$ cat src/rtl/alu_request_scheduler_pkg.sv
// Shared types and helpers for the ALU request scheduler.
package alu_sched_pkg;

  typedef enum logic [2:0] {
    NO_OP = 3'd0,
    ADD   = 3'd1,
    AND   = 3'd2,
    XOR   = 3'd3,
    MUL   = 3'd4,
    RST   = 3'd7
  } alu_op_t;

  typedef enum logic [1:0] {
    IDLE,
    ISSUE,
    WAIT,
    RESP
  } sched_state_t;

  // Codes 5 and 6 have no ALU meaning and complete locally with an error.
  function automatic logic is_legal_op(input logic [2:0] op);
    return (op != 3'd5) && (op != 3'd6);
  endfunction

endpackage

$ cat src/rtl/alu_request_scheduler_rr_arbiter.sv
// Combinational round-robin arbiter: first requester after `last`, wrapping.
module rr_arbiter #(
  parameter int N = 4
) (
  input  logic [N-1:0]         req,
  input  logic [$clog2(N)-1:0] last,
  output logic [N-1:0]         gnt_onehot,
  output logic [$clog2(N)-1:0] gnt_idx
);

  localparam int LW = $clog2(N);

  logic [LW-1:0] cand;
  logic          found;

  always_comb begin
    gnt_onehot = '0;
    gnt_idx    = '0;
    found      = 1'b0;
    cand       = '0;
    for (int unsigned i = 1; i <= N; i++) begin
      cand = LW'((32'(last) + i) % N);
      if (!found && req[cand]) begin
        found            = 1'b1;
        gnt_idx          = cand;
        gnt_onehot[cand] = 1'b1;
      end
    end
  end

endmodule

$ cat src/rtl/alu_request_scheduler.sv
// Shares one ALU between NUM_REQ requesters: round-robin accept, issue,
// wait for the result (with watchdog), then return a one-cycle response.
module alu_request_scheduler
  import alu_sched_pkg::*;
#(
  parameter int NUM_REQ = 4,
  parameter int DATA_W  = 8,
  parameter int TIMEOUT = 64
) (
  input  logic                      clk,
  input  logic                      rst,
  input  logic [NUM_REQ-1:0]        req_valid,
  input  logic [3*NUM_REQ-1:0]      req_op,
  input  logic [DATA_W*NUM_REQ-1:0] req_a,
  input  logic [DATA_W*NUM_REQ-1:0] req_b,
  output logic [NUM_REQ-1:0]        req_ready,
  output logic [NUM_REQ-1:0]        rsp_valid,
  output logic [2*DATA_W-1:0]       rsp_result,
  output logic                      rsp_error,
  output logic [2:0]                alu_op,
  output logic [DATA_W-1:0]         alu_a,
  output logic [DATA_W-1:0]         alu_b,
  output logic                      alu_enable,
  input  logic                      alu_ready,
  input  logic                      alu_valid,
  input  logic [2*DATA_W-1:0]       alu_result,
  output logic                      busy
);

  localparam int IDX_W = $clog2(NUM_REQ);
  localparam int TMR_W = $clog2(TIMEOUT);
  localparam logic [IDX_W-1:0] LAST_RST = IDX_W'(NUM_REQ - 1);
  localparam logic [TMR_W-1:0] TMR_MAX  = TMR_W'(TIMEOUT - 1);

  sched_state_t state, state_nxt;

  logic [IDX_W-1:0]    last_grant, gnt_q, gnt_idx;
  logic [NUM_REQ-1:0]  gnt_onehot;
  logic                gnt_any;
  logic [2:0]          sel_op, op_q, op_h;
  logic [DATA_W-1:0]   sel_a, sel_b, a_q, b_q, a_h, b_h;
  logic [2*DATA_W-1:0] result_q;
  logic                error_q;
  logic [TMR_W-1:0]    timer;
  logic                issue;
  logic                local_done;

  rr_arbiter #(
    .N(NUM_REQ)
  ) u_arb (
    .req        (req_valid),
    .last       (last_grant),
    .gnt_onehot (gnt_onehot),
    .gnt_idx    (gnt_idx)
  );

  assign gnt_any = |req_valid;

  always_comb begin
    sel_op = req_op[32'(gnt_idx) * 3 +: 3];
    sel_a  = req_a[32'(gnt_idx) * DATA_W +: DATA_W];
    sel_b  = req_b[32'(gnt_idx) * DATA_W +: DATA_W];
  end

  // no_op and illegal codes complete without touching the ALU
  assign local_done = (sel_op == NO_OP) || !is_legal_op(sel_op);
  assign issue      = (state == ISSUE) && alu_ready;

  always_ff @(posedge clk) begin
    if (rst) state <= IDLE;
    else     state <= state_nxt;
  end

  always_comb begin
    state_nxt = state;
    case (state)
      IDLE:  if (gnt_any) state_nxt = local_done ? RESP : ISSUE;
      ISSUE: if (alu_ready) state_nxt = (op_q == RST) ? RESP : WAIT;
      WAIT:  if (alu_valid || (timer == TMR_MAX)) state_nxt = RESP;
      RESP:  state_nxt = IDLE;
      default: state_nxt = IDLE;
    endcase
  end

  always_ff @(posedge clk) begin
    if (rst) begin
      last_grant <= LAST_RST;
      gnt_q      <= '0;
      op_q       <= '0;
      a_q        <= '0;
      b_q        <= '0;
      op_h       <= '0;
      a_h        <= '0;
      b_h        <= '0;
      result_q   <= '0;
      error_q    <= 1'b0;
      timer      <= '0;
    end else begin
      case (state)
        IDLE: if (gnt_any) begin
          op_q       <= sel_op;
          a_q        <= sel_a;
          b_q        <= sel_b;
          gnt_q      <= gnt_idx;
          last_grant <= gnt_idx;
          result_q   <= '0;
          error_q    <= !is_legal_op(sel_op);
        end
        ISSUE: if (alu_ready) begin
          op_h  <= op_q;
          a_h   <= a_q;
          b_h   <= b_q;
          timer <= '0;
        end
        WAIT: begin
          timer <= timer + TMR_W'(1);
          // a result arriving on the last watchdog cycle still wins
          if (alu_valid)               result_q <= alu_result;
          else if (timer == TMR_MAX)   error_q  <= 1'b1;
        end
        default: ;
      endcase
    end
  end

  // ALU operand bus shows registered operands during the strobe and holds
  // the last issued values otherwise.
  assign alu_enable = issue;
  assign alu_op     = issue ? op_q : op_h;
  assign alu_a      = issue ? a_q  : a_h;
  assign alu_b      = issue ? b_q  : b_h;

  assign req_ready  = (state == IDLE) ? gnt_onehot : '0;
  assign rsp_valid  = (state == RESP) ? (NUM_REQ'(1) << gnt_q) : '0;
  assign rsp_result = (state == RESP) ? result_q : '0;
  assign rsp_error  = (state == RESP) && error_q;
  assign busy       = (state != IDLE);

endmodule

$ cat config.mk
export PLATFORM = sky130hd
export DESIGN_NAME = alu_request_scheduler
export DESIGN_NICKNAME = d
export VERILOG_FILES = /design/src/rtl/alu_request_scheduler_pkg.sv /design/src/rtl/alu_request_scheduler_rr_arbiter.sv /design/src/rtl/alu_request_scheduler.sv
export SDC_FILE = /design/constraint.sdc
export NUM_CORES = 1
export LEC_CHECK = 0
export ABC_AREA = 1
export BUFFER_PORTS_ARGS = -buffer_cell sky130_fd_sc_hd__buf_2
export CORE_MARGIN = 10
export CORE_UTILIZATION = 30
export DETAILED_ROUTE_END_ITERATION = 8
export GPL_TIMING_DRIVEN = 0
export MAX_ROUTING_LAYER = met4
export SKIP_LAST_GASP = 1
export SYNTH_ARGS = -nofsm -noshare
export SYNTH_HDL_FRONTEND = slang
export SYNTH_HIERARCHICAL = 1
export SYNTH_SLANG_ARGS = --single-unit
$ cat constraint.sdc
create_clock -name clk -period 5.1 [get_ports clk]
set_input_delay 1.02 -clock clk [delete_from_list [all_inputs] [get_ports clk]]
set_output_delay 1.02 -clock clk [all_outputs]
set_load 0.03 [all_outputs]
==> results.cfg <==
[min_path]
min_path_type = reg2reg
hold_depth = 2
min_from = result_q[13]
whs_endpoint = result_q[13]

[floorplanning]
rows = 42
die_h_um = 136
boundaryPins = 146
core_um2 = 13200
start_util = 0.306
die_area_um2 = 18500
die_x_um = 136

[clock_tree]
numCtsBuffers = 9
clockBufferDepth = 2
cts-root-buf = clkbuf_16
path_clk_slew_ps = 50
cts_setup_buffers = 0
cts_sinks = 67
insertion_delay_ps = 330
cts_max_level = 3
cts_resized = 0
cts_tree = done
holdBufCountCts = 0

[detailed_routing]
drtIter0Drc = 148
dr.pass1.iters = 4
drc = 0
vias = 4288
via_per_inst = 4.51
wirelength_um = 12700
detail_route.wl_per_cell_um = 13.3
ant_nets = 0

[yosys]
seq_area_frac_synth = 0.331
synth_top_area_share = 0.331
synth_compound_area_frac = 0.174
synthSimpleGateAreaFrac = 0.338
ys_ff_latch = 67
postSynthAreaPerCell_um2 = 6.58
synthCells = 615
yosys_warnings = 6
synth_area_um2 = 4050
synth.largest_area_cell = dfxtp_1
synth_top_family_by_area = simple AND/OR/NAND/NOR gates
synthAdderAreaFrac = 0.0433
syn_nets = 729
netlist_top_cells_area = dfxtp_1 (33%), nand2_1 (9.2%), nor2_1 (9.0%)
synthXorXnorAreaFrac = 0
synthMuxAreaShare = 0
yosys.cell_types.count = 35

[timing]
final-hold-violation-count = 0
hold_ws_ps = 464
setup_tns_ps = 0
layout_min_cycle_time_ps = 3550
finClkSkew_ps = 4.59
drv_slew = 0
fmax_mhz = 281
fin_crit_sh = 0.697
rsz0062_at_grt = no
setup_viol = 0
maxSlewHeadroom = 0.647
worst_pin_slew_ps = 529

[critical_path]
cp_data_required_time_ps = 4080
rr_endpoint = a_q[3]
arrival_ps = 2530
timing.rr.start = last_grant[1]
startpoint_type = register
reg2regPathDepth = 14
endpoint_kind = output pin
r2r_slack_ps = 1910
crit_type = reg2out
cp_max_fo = 10

[layout]
final_common_cell = buf_2
final_cell_mix = buf_2 (155), nand2_1 (99), nor2_1 (97)
fin_nets = 885
area_delta_synth_final_pct = 30.8
diodes = 0
drive_gt1_frac = 0.280

[power]
power_density_nw_per_um2 = 701
power.total_mw = 3.71
vdd_drop_max_mv = 0.339
p_leak_nw = 2.84

[global_routing]
grt-ovfl-total = 0
track_usage = 0.138
grt_pass1_wl_um = 20600
grt_max_degree = 12
antenna_found_initial = 0
grt_pass1_vias = 4179

[run_status]
outcome = completed

[flow_run]
maxCapViolCount = 0

[place]
dpl.hpwl_um = 10300
port_buffers = 145
place_congestion = 0.896
[synth_stat cells]
cell / count
or2_1: 11
nand2_2: 10
nand2_1: 99
nand3b_1: 1
o21ai_0: 65
nor2_1: 97
inv_8: 1
nand2_4: 3
a31o_2: 1
dfxtp_1: 67
a21oi_1: 31
o21ai_1: 11
o21a_1: 1
nor2_8: 1
nand3_1: 51
or2_2: 9
nand3_4: 1
clkbuf_1: 13
buf_4: 5
a21oi_2: 1
nor2_2: 2
nand2_8: 1
ha_1: 14
nand4_1: 1
inv_2: 5
a31oi_1: 16
nand3_2: 1
a21boi_0: 5
nor3b_1: 3
o21bai_1: 1
buf_6: 4
buf_2: 10
nor3_1: 8
clkbuf_2: 2
inv_1: 63
[logic make-up (layout without fill, tap and decap cells)]
| logic type | Yosys count | in the layout |
|---|---|---|
| buf+inv | 103 | 263 |
| fa+ha+maj | 14 | 14 |
| simple gates | 299 | 299 |
| compound gates | 132 | 132 |
| flops | 67 | 67 |
[worst max path at each step]
stage,to,startpoint,cells after the start,slack (ps)
after floorplan,alu_b[1],alu_ready,7,2100
after global placement,alu_a[4],alu_ready,9,1840
after detailed placement,alu_a[4],alu_ready,9,1860
after CTS,req_ready[2],last_grant[1],12,1510
after global routing,req_ready[2],last_grant[1],12,1320
final,req_ready[2],last_grant[1],12,1550
[layout make-up]
cell class / instances / area [um^2]
buffer: 34 / 191
clock buffer: 11 / 253
clock inverter: 4 / 50.0
fill: 1486 / 7950
inverter: 69 / 267
multi-input combinational: 445 / 2250
sequential: 67 / 1340
tap: 176 / 220
timing repair buffer: 145 / 726
[per-layer routing]
| layer | wire [um] | track usage | share of wire | vias up |
|---|---|---|---|---|
| met2 | 5640 | 0.206 | 0.44 | 123 |
| li1 | - | - | - | 2297 |
| met3 | 704 | 0.0317 | 0.056 | 8 |
| met4 | 122 | 0.0379 | 0.0096 | 0 |
| met5 | 0 | - | 0 | - |
| met1 | 6210 | 0.182 | 0.49 | 1860 |
[sequential cells by signal, indices dropped and copies added, names as in the netlist]
register and count:
b_h 8, last_grant 2, gnt_q 2, b_q 8, result_q 16, state 2
a_q 8, a_h 8, op_h 3, timer 6, op_q 3, error_q 1
[power breakdown]
group	switching [mW]	total, mW	internal (mW)
Clock	0.218	0.619	0.401
Sequential	0.0838	0.747	0.663
Combinational	1.55	2.35	0.795
Total	1.85	3.71	1.86
[critical path, cell delays in order (launching register included)]
cell     delay (ps)
dfxtp_1         540
inv_1           220
ha_1            390
inv_1           180
nand3_1         100
nand2_1         110
nand2_1          80
inv_1           120
nand3_1          80
nand3_1          90
nand2_1          60
inv_1            50
buf_2           190
[per-stage QoR]
stage	area, um^2	setup slack (ps)	util	std cells
global placement	4990	1840	0.377	936
global route	5300	1320	0.400	951
finish	5300	1550	0.400	951
floorplan	4050	2100	-	615
CTS	5300	1510	0.400	951
detailed placement	4990	1860	0.377	936
Note: power is estimated with default switching activity, not from simulation.
